==> src/rtl/rd_serial_tx_pkg.sv <==
// Shared RD link definitions: frame geometry, transmitter state encoding and
// the per-lane parity rule.
package rd_interface_defs;

   localparam int unsigned RD_SAMPLE_BITS = 12;
   localparam int unsigned RD_FRAME_BITS  = 13;
   localparam int unsigned RD_NWORDS      = 2048;

   typedef enum logic [2:0] {
      ST_IDLE,
      ST_DELAY,
      ST_LEAD,
      ST_DATA,
      ST_TRAIL
   } rd_state_e;

   // Odd parity over sample plus parity bit; inj deliberately corrupts it.
   function automatic logic frame_parity(input logic [RD_SAMPLE_BITS-1:0] s,
                                         input logic inj);
      return ~(^s) ^ inj;
   endfunction

endpackage

==> src/rtl/rd_tx_lane.sv <==
// One serial lane: loads a 12-bit sample, shifts it out MSB first and then
// appends its parity bit, one bit per load/step command.
module rd_tx_lane
   import rd_interface_defs::*;
(
   input  logic                      clk,
   input  logic                      rst_n,
   input  logic                      load,
   input  logic                      step,
   input  logic                      clear,
   input  logic                      inj,
   input  logic [RD_SAMPLE_BITS-1:0] sample,
   output logic                      last_bit,
   output logic                      sdata
);

   logic [RD_SAMPLE_BITS-1:0] shreg_q, shreg_d;
   logic [3:0]                bcnt_q, bcnt_d;
   logic                      par_q, par_d;
   logic                      sdata_q, sdata_d;

   always_comb begin
      shreg_d = shreg_q;
      bcnt_d  = bcnt_q;
      par_d   = par_q;
      sdata_d = sdata_q;
      if (clear) begin
         sdata_d = 1'b0;
         bcnt_d  = '0;
      end else if (load) begin
         shreg_d = sample;
         bcnt_d  = '0;
         par_d   = frame_parity(sample, inj);
         sdata_d = sample[RD_SAMPLE_BITS-1];
      end else if (step) begin
         // shreg_q[10] always holds the bit that follows the one on the wire
         bcnt_d  = bcnt_q + 4'd1;
         shreg_d = {shreg_q[RD_SAMPLE_BITS-2:0], 1'b0};
         sdata_d = (bcnt_q == 4'(RD_SAMPLE_BITS - 1)) ? par_q
                                                       : shreg_q[RD_SAMPLE_BITS-2];
      end
   end

   always_ff @(posedge clk) begin
      if (!rst_n) begin
         shreg_q <= '0;
         bcnt_q  <= '0;
         par_q   <= 1'b0;
         sdata_q <= 1'b0;
      end else begin
         shreg_q <= shreg_d;
         bcnt_q  <= bcnt_d;
         par_q   <= par_d;
         sdata_q <= sdata_d;
      end
   end

   assign last_bit = (bcnt_q == 4'(RD_FRAME_BITS - 1));
   assign sdata    = sdata_q;

endmodule

==> src/rtl/rd_serial_tx.sv <==
// RD link transmitter: on trigger, streams a buffer of paired 12-bit samples
// as gated-clock serial frames on two lanes, all derived from CLK120.
module rd_serial_tx
   import rd_interface_defs::*;
#(
   parameter int unsigned DIV        = 1,
   parameter int unsigned NWORDS     = RD_NWORDS,
   parameter int unsigned TRIG_DELAY = 4,
   parameter int unsigned LEAD_CLKS  = 3,
   parameter int unsigned TRAIL_CLKS = 11
) (
   input  logic        CLK120,
   input  logic        RST_N,
   input  logic        TRIG_IN,
   input  logic [1:0]  PARITY_ERR_INJ,
   output logic [10:0] MEM_ADDR,
   input  logic [23:0] MEM_DATA,
   output logic        SERIAL_CLK_OUT,
   output logic        SERIAL_DATA0_OUT,
   output logic        SERIAL_DATA1_OUT,
   output logic        BUSY,
   output logic        DONE,
   output logic        TRIG_IGNORED
);

   localparam logic [7:0]  DIV_C     = 8'(DIV);
   localparam logic [7:0]  PER_M1    = 8'(2 * DIV - 1);
   localparam logic [15:0] DELAY_END = 16'(TRIG_DELAY);
   localparam logic [15:0] LEAD_END  = 16'(LEAD_CLKS - 1);
   localparam logic [15:0] TRAIL_END = 16'(TRAIL_CLKS - 1);
   localparam logic [11:0] LAST_WORD = 12'(NWORDS - 1);

   rd_state_e   state_q, state_d;
   logic [7:0]  div_q, div_d;
   logic [15:0] cnt_q, cnt_d;
   logic [11:0] word_q, word_d;
   logic [10:0] addr_q, addr_d;
   logic        inc_q, inc_d;
   logic [1:0]  inj_q, inj_d;
   logic        trig_prev_q;
   logic        clk_q, clk_d;
   logic        busy_q, busy_d;
   logic        done_q, done_d;
   logic        ign_q, ign_d;

   logic        bit_end, word_end, serial_d;
   logic        load, step, clear;
   logic        last_bit0, last_bit1;

   assign bit_end  = (div_q == PER_M1);
   assign word_end = last_bit0 & last_bit1;

   always_ff @(posedge CLK120) begin
      if (!RST_N) state_q <= ST_IDLE;
      else        state_q <= state_d;
   end

   always_comb begin
      state_d = state_q;
      unique case (state_q)
         ST_IDLE:  if (TRIG_IN) state_d = ST_DELAY;
         ST_DELAY: if (cnt_q == DELAY_END) state_d = ST_LEAD;
         ST_LEAD:  if (bit_end && cnt_q == LEAD_END) state_d = ST_DATA;
         ST_DATA:  if (bit_end && word_end && word_q == LAST_WORD) state_d = ST_TRAIL;
         ST_TRAIL: if (bit_end && cnt_q == TRAIL_END) state_d = ST_IDLE;
         default:  state_d = ST_IDLE;
      endcase
   end

   always_comb begin
      serial_d = state_d inside {ST_LEAD, ST_DATA, ST_TRAIL};

      // Bit phase restarts at 0 on entry to LEAD so the first low phase is DIV long
      div_d = '0;
      if (serial_d && (state_q inside {ST_LEAD, ST_DATA, ST_TRAIL}))
         div_d = bit_end ? 8'd0 : div_q + 8'd1;

      cnt_d = cnt_q;
      case (state_q)
         ST_DELAY: cnt_d = (state_d != ST_DELAY) ? 16'd0 : cnt_q + 16'd1;
         ST_LEAD, ST_TRAIL:
            if (bit_end) cnt_d = (state_d != state_q) ? 16'd0 : cnt_q + 16'd1;
         default:  cnt_d = '0;
      endcase

      clear = (state_d != ST_DATA);
      load  = (state_d == ST_DATA) && ((state_q == ST_LEAD) || (bit_end && word_end));
      step  = (state_q == ST_DATA) && bit_end && !word_end;

      word_d = word_q;
      if (state_q == ST_IDLE)      word_d = '0;
      else if (load)               word_d = (state_q == ST_LEAD) ? 12'd0 : word_q + 12'd1;

      // Address advances one cycle after each load, except after the final word
      inc_d  = load && (word_d != LAST_WORD);
      addr_d = addr_q;
      if (state_q == ST_IDLE || state_d == ST_IDLE) addr_d = '0;
      else if (inc_q)                               addr_d = addr_q + 11'd1;

      inj_d = (state_q == ST_IDLE && TRIG_IN) ? PARITY_ERR_INJ : inj_q;
   end

   always_comb begin
      clk_d  = serial_d && (div_d >= DIV_C);
      busy_d = (state_d != ST_IDLE);
      done_d = (state_q == ST_TRAIL) && (state_d == ST_IDLE);
      ign_d  = TRIG_IN && !trig_prev_q && (state_q != ST_IDLE);
   end

   always_ff @(posedge CLK120) begin
      if (!RST_N) begin
         div_q       <= '0;
         cnt_q       <= '0;
         word_q      <= '0;
         addr_q      <= '0;
         inc_q       <= 1'b0;
         inj_q       <= '0;
         trig_prev_q <= 1'b0;
         clk_q       <= 1'b0;
         busy_q      <= 1'b0;
         done_q      <= 1'b0;
         ign_q       <= 1'b0;
      end else begin
         div_q       <= div_d;
         cnt_q       <= cnt_d;
         word_q      <= word_d;
         addr_q      <= addr_d;
         inc_q       <= inc_d;
         inj_q       <= inj_d;
         trig_prev_q <= TRIG_IN;
         clk_q       <= clk_d;
         busy_q      <= busy_d;
         done_q      <= done_d;
         ign_q       <= ign_d;
      end
   end

   rd_tx_lane u_lane0 (
      .clk      (CLK120),
      .rst_n    (RST_N),
      .load     (load),
      .step     (step),
      .clear    (clear),
      .inj      (inj_q[0]),
      .sample   (MEM_DATA[11:0]),
      .last_bit (last_bit0),
      .sdata    (SERIAL_DATA0_OUT)
   );

   rd_tx_lane u_lane1 (
      .clk      (CLK120),
      .rst_n    (RST_N),
      .load     (load),
      .step     (step),
      .clear    (clear),
      .inj      (inj_q[1]),
      .sample   (MEM_DATA[23:12]),
      .last_bit (last_bit1),
      .sdata    (SERIAL_DATA1_OUT)
   );

   assign MEM_ADDR       = addr_q;
   assign SERIAL_CLK_OUT = clk_q;
   assign BUSY           = busy_q;
   assign DONE           = done_q;
   assign TRIG_IGNORED   = ign_q;

endmodule

==> config.mk <==
export PLATFORM = sky130hd
export DESIGN_NAME = rd_serial_tx
export DESIGN_NICKNAME = d
export VERILOG_FILES = /design/src/rtl/rd_serial_tx_pkg.sv /design/src/rtl/rd_tx_lane.sv /design/src/rtl/rd_serial_tx.sv
export SDC_FILE = /design/constraint.sdc
export NUM_CORES = 1
export LEC_CHECK = 0
export ABC_AREA = 1
export CORE_ASPECT_RATIO = 1.2
export CORE_MARGIN = 3
export CORE_UTILIZATION = 58
export DETAILED_ROUTE_END_ITERATION = 8
export PLACE_DENSITY = 0.8
export SLEW_MARGIN = 20
export SYNTH_ARGS = -nofsm -noshare
export SYNTH_HDL_FRONTEND = slang
export SYNTH_HIERARCHICAL = 1
export SYNTH_SLANG_ARGS = --single-unit
export TNS_END_PERCENT = 50
==> constraint.sdc <==
create_clock -name CLK120 -period 2.4 [get_ports CLK120]
set_input_delay 0.48 -clock CLK120 [delete_from_list [all_inputs] [get_ports CLK120]]
set_output_delay 0.48 -clock CLK120 [all_outputs]
set_load 0.03 [all_outputs]
==> results.tsv, run 1 <==
metric	value	unit
worst hold slack	0.463	ns
RR Startpoint	u_lane1/bcnt_q[1]	
number of diodes	0	
Switch Pwr	678	uW
clock power share	38.5	%
Seq pwr share	52.1	%
layout cells sized above 1	12.7	%
final non-filler cell total	972	
most frequent cell after synthesis	nand2_1	
Remaining DRCs	0	
met1 Resource Use GR	26.6	%
GPL Wtd Cong	0.855	
Internal	2.28	mW
Comb pwr share	9.5	%
Clock Pin Slew Worst Setup and Hold Paths	0.09	ns
met3 Use GR	3.87	%
Hold Buf Count CTS	0	
final-layout fill cell count	677	
worst ir drop on vdd	0.251	mV
worst setup path start	u_lane1/bcnt_q[1]	
row cnt	37	
WL final	11400	um
Hold Fails Final Rpt	0	
Post-DP Area	0.00597	mm2
post-route clock period utilization	95.0	%
Final Util	72.4	%
Seq/Total Area, Yosys	34.7	%
Max Freq	438	MHz
PD cells	467	mW/mm2
critical path class	reg -> reg	
Avg Inst Size Synth	6.79	um2
status	complete, no violations	
gr ovfl total	0	
GR peak layer	met2	
worst slew pin tran	0.469	ns
hold_sp	u_lane0/shreg_q[0]	
CP startpoint kind	flop	
main flop type after synthesis	dfxtp_1	
Mapped Cells	782	
Worst EP arrival	2.53	ns
largest net degree at the start of global routing	27	
Post-synth EDFFs	0	
FFs w/ async S/R, synth	0	%
setup_tns	0	ns
PnR worst setup slack	0.119	ns
TritonCTS clock tree	done	
Worst-Skew Late Latency	0.36	ns
die width	93.3	um
most instantiated cells after synthesis	nand2_1 (211), nor2_1 (102), inv_1 (96)	
post-synth cell types	40	
data required time of the worst path	2.65	ns
fin. max-slew vios	0	
Initial DRC Count	261	
io pins	46	
Worst slew margin	68.6	%
Num CTS Buffers	9	
M2 GR Usage	38.9	%
initial antenna violation count	0	
Synth area leaders	dfxtp_1 (35%), nand2_1 (15%), nor2_1 (7.2%), inv_1 (6.8%), nand3_1 (4.1%)	
core footprint	0.00875	mm2
Period minus WS final	2.28	ns
Hold Path Class	reg -> reg	
Static Leak	2.66	nW
Nets	893	
root buffer cell	clkbuf_8	
Synth top area share	34.7	%
Place WS	0.000913	ns
Yosys Warn Count	6	
Initial DRT Pass Iterations	5	
CTS H-tree lvls	3	
area leader, netlist	dfxtp_1	
DP Wirelength	8370	um
Initial Util	60.7	%
I/O Buffers	45	
syn nets	822	
Pwr Total	2.96	mW
Sw Share	22.9	%
Via density	5.23	
clock tree buffer depth	2	
Num Clock Sinks	92	
antenna viol nets, final	0	
synthesized area	0.00531	mm2
Setup Viol. Count Final	0	
final instance area	0.00633	mm2
first-pass GRT wire length	19500	um
Die H	111	um
skew final	0.00873	ns
vias in the first global route	4745	
die area	0.0103	mm2
max-cap viol count	0	
crit path capture type	flop	
DP Cell Count	945	
vias after detailed routing	5085	
synthesis-to-finish area growth	19.3	%
CP max FO	8	
register bit total from synthesis	92	
global-route usage over all layers	22.3	%
routed length per instance	11.7	um
[power groups by stage]
stage               Combinational, mW  Sequential [mW]  Clock [mW]
CTS                             0.276             1.54        1.16
detailed placement              0.275             1.58           0
finish                          0.280             1.54        1.14
global placement                0.265             1.57           0
global route                    0.306             1.54        1.23
floorplan                       0.158             1.58           0
[worst max-delay path, cell delays in order, from the launching register on]
cell and delay (ns):
dfxtp_1 0.34, inv_1 0.08, ha_1 0.15, nand2_1 0.05
nor2_1 0.11, nand2_1 0.07, inv_2 0.10, nand4_4 0.12
nand2_4 0.12, nand3_4 0.10, nand3_4 0.08, inv_2 0.06
buf_4 0.15, nor2_4 0.23, nor2_8 0.08, buf_4 0.14
o21ai_0 0.14, a31oi_1 0.05
[flip-flops by register name, summed over array words and instances (netlist names)]
| register | cells |
|---|---|
| cnt_q | 16 |
| SERIAL_CLK_OUT | 1 |
| div_q | 8 |
| u_lane0/shreg_q | 11 |
| u_lane0/bcnt_q | 4 |
| u_lane0/par_q | 1 |
| BUSY | 1 |
| DONE | 1 |
| u_lane1/par_q | 1 |
| u_lane0/sdata | 1 |
| MEM_ADDR | 11 |
| inj_q | 2 |
| state_q | 3 |
| u_lane1/bcnt_q | 4 |
| trig_prev_q | 1 |
| inc_q | 1 |
| TRIG_IGNORED | 1 |
| u_lane1/sdata | 1 |
| u_lane1/shreg_q | 11 |
| word_q | 12 |
[area by class of cell]
class | instances | area (um2) | share of cell area, %
clock buffer | 11 | 151 | 2.39
clock inverter | 2 | 60.1 | 0.948
multi-input combinational | 568 | 2980 | 47.1
tap | 117 | 146 | 2.31
inverter | 103 | 387 | 6.11
timing repair buffer | 79 | 759 | 12.0
sequential | 92 | 1850 | 29.1
[per-layer routing]
| metal | part of all wire [%] | vias up |
|---|---|---|
| li1 | - | 2623 |
| met1 | 42 | 2347 |
| met2 | 52 | 104 |
| met3 | 4.4 | 11 |
| met4 | 1.3 | 0 |
| met5 | 0 | - |
[path summary, 6_finish.rpt]
check	to	slack [ns]	cells past startpoint
worst max-delay path	u_lane1/shreg_q[8]	0.12	17
worst min-delay path	u_lane0/shreg_q[0]	0.46	2
worst min register to register	u_lane0/shreg_q[0]	0.46	2
worst max register to register	u_lane1/shreg_q[8]	0.12	17
[kinds of logic after synthesis]
| family | synth area share, % |
|---|---|
| xor gates and xnor gates | 4.62 |
| adders and majority gates | 2.59 |
| buffers and inverters | 9.97 |
| DFF | 34.7 |
| AOI/OAI and AO/OA | 7.78 |
| and+or+nand+nor | 40.3 |
[cell usage in the layout (no fill, tap or decap), drive strengths merged]
master           n
nand2          222
nor2           124
inv            101
dfxtp           92
nand3           48
clkdlybuf4s50   45
buf             34
o21ai           31
nor3            29
a31oi           22
nand4           22
xor2            18
a21oi           16
ha              11
clkbuf          11
xnor2           10
or2              4
nand3b           3
and3             2
clkinv           2
bufinv           2
nor3b            2
o2111ai          2
or3              1
a22oi            1
[repair_timing]
action | 4_1_cts | 5_1_grt
gates resized for setup | 0 | 13
setup buffers | 0 | 13
setup endpoints to repair | 0 | 32
(Power assumes the default switching activity.)
==> inputs of run 2 (changes only) <==
SLEW_MARGIN = default   (was 20)
TNS_END_PERCENT = 100   (was 50)
==> results of run 2 <==
Final layout, timing and power as in run 1 (identical DEF).
==> inputs of run 3 (changes only) <==
GPL_TIMING_DRIVEN = 0   (was default)
==> results.tsv, run 3 (synthesis results as in run 1) <==
metric	value	unit
crit-path max cell delay	0.37	ns
antenna viol nets, final	0	
worst slew pin tran	0.687	ns
data required time of the worst path	2.70	ns
Worst path slowest cell	dfxtp_4	
Hold Fails Final Rpt	0	
first-pass GRT wire length	19300	um
max-cap viol count	0	
worst ir drop on vdd	0.238	mV
Remaining DRCs	0	
vias after detailed routing	5103	
crit path capture type	flop	
Hold Buf Count CTS	0	
FF-to-FF setup slack	-0.07	ns
RSZ-0062 raised after global routing	true	
Final Util	73.1	%
routed length per instance	12.0	um
Initial Util	60.7	%
Num Clock Sinks	92	
TritonCTS clock tree	done	
Worst EP arrival	2.77	ns
io pins	46	
Reg-to-Reg End	inc_q	
Static Leak	2.63	nW
Hold Path Class	reg -> reg	
most frequent cells in the layout	nand2_1 (209), nor2_1 (101), inv_1 (90), dfxtp_1 (89), clkdlybuf4s50_1 (45)	
number of diodes	0	
layout cells sized above 1	13.6	%
Hold Path Sink	u_lane1/shreg_q[10]	
family with the most delay on the worst path	simple AND/OR/NAND/NOR gates	
critical path class	reg -> reg	
Via density	5.22	
synthesis-to-finish area growth	20.5	%
root buffer cell	clkbuf_8	
Multi-input gate area	0.00304	mm2
DP Wirelength	8530	um
global-route usage over all layers	22.3	%
biggest regs	cnt_q x16, word_q x12	
row cnt	37	
worst hold slack	0.458	ns
clock tree buffer depth	2	
Nets	896	
Place WS	-0.383	ns
CP max FO	6	
Clock Pin Slew Worst Setup and Hold Paths	0.08	ns
final non-filler cell total	977	
Post-DP Area	0.00590	mm2
Period minus WS final	2.47	ns
final instance area	0.00639	mm2
Max Freq	405	MHz
Worst-Skew Late Latency	0.36	ns
CP cell instances	ha_4 -> nand3_4 -> nor3_4 -> nand4_2 -> nand2_2 -> nand3_4 -> nand3_4 -> clkinvlp_4 -> buf_4 -> buf_4 -> buf_4 -> nand2_1 -> nand3_1 -> nand4_1 -> nor2_1 -> nor2_1	
fin. max-slew vios	0	
hold_sp	u_lane1/shreg_q[10]	
die area	0.0103	mm2
RR Startpoint	word_q[1]	
Pwr Total	2.89	mW
Worst slew margin	54.1	%
vias in the first global route	4624	
PnR worst setup slack	-0.0709	ns
Largest register FFs	16	
gr ovfl total	0	
Num CTS Buffers	9	
commonest non-fill, non-tap cell in the layout	nand2_1	
Initial DRC Count	222	
core footprint	0.00875	mm2
setup_tns	-0.191	ns
worst path bufs/invs	4	
CP startpoint kind	flop	
status	finished with violations	
WL final	11800	um
largest net degree at the start of global routing	16	
Initial DRT Pass Iterations	6	
I/O Buffers	45	
final-layout fill cell count	686	
Worst Reg-to-Reg Cells	16	
GPL Wtd Cong	0.869	
violated checks	setup timing	
Seq. cell area	0.00185	mm2
Die H	111	um
CTS H-tree lvls	3	
die width	93.3	um
Largest Register	cnt_q	
skew final	0.00995	ns
DP Cell Count	944	
WHS Path Cells	2	
initial antenna violation count	0	
Setup Viol. Count Final	5	
post-route clock period utilization	103	%
PD cells	452	mW/mm2
## run 3: how the worst max path moves through the flow
stage	start	to	slack [ns]	depth (start not counted)
floorplan	word_q[0]	u_lane0/shreg_q[9]	0.23	12
global placement	TRIG_IN	u_lane0/shreg_q[9]	-0.34	11
detailed placement	TRIG_IN	u_lane0/shreg_q[9]	-0.38	11
CTS	word_q[0]	inc_q	0.02	15
global route	word_q[1]	u_lane0/shreg_q[9]	-0.17	14
finish	word_q[1]	inc_q	-0.07	16
## run 3: final cells by class
cell class                 instances  share of cell area (%)
multi-input combinational        568                    47.6
timing repair buffer              62                    9.45
sequential                        92                    28.9
clock inverter                     2                   0.939
buffer                            20                    2.47
clock buffer                      13                    2.17
inverter                         103                    6.14
tap                              117                    2.29
## run 3: what timing repair did
action                     in CTS  in global routing
buffers inserted                2                 12
setup endpoints to repair      35                 36
resized for setup               9                 37
pin swaps                       0                 13
gates cloned                    0                  4
hold endpoints to repair        0                  0
## run 3: worst min-delay path, cell delays in order, from the launching register on
cell and delay (ns):
dfxtp_1 0.30, inv_1 0.06, a21oi_1 0.06
## run 3: per-layer routing
| metal | routed length [um] | track usage [%] | vias to the layer above |
|---|---|---|---|
| li1 | - | - | 2636 |
| met3 | 515 | 3.33 | 22 |
| met1 | 5100 | 26.8 | 2321 |
| met2 | 5970 | 39.6 | 124 |
| met5 | 0 | 0 | - |
| met4 | 180 | 8.11 | 0 |
## run 3: power breakdown
part / internal [mW] / total (mW) / switching (mW)
Combinational: 0.110 / 0.272 / 0.162
Clock: 0.584 / 1.08 / 0.498
Sequential: 1.53 / 1.54 / 0.00579
Total: 2.22 / 2.89 / 0.666
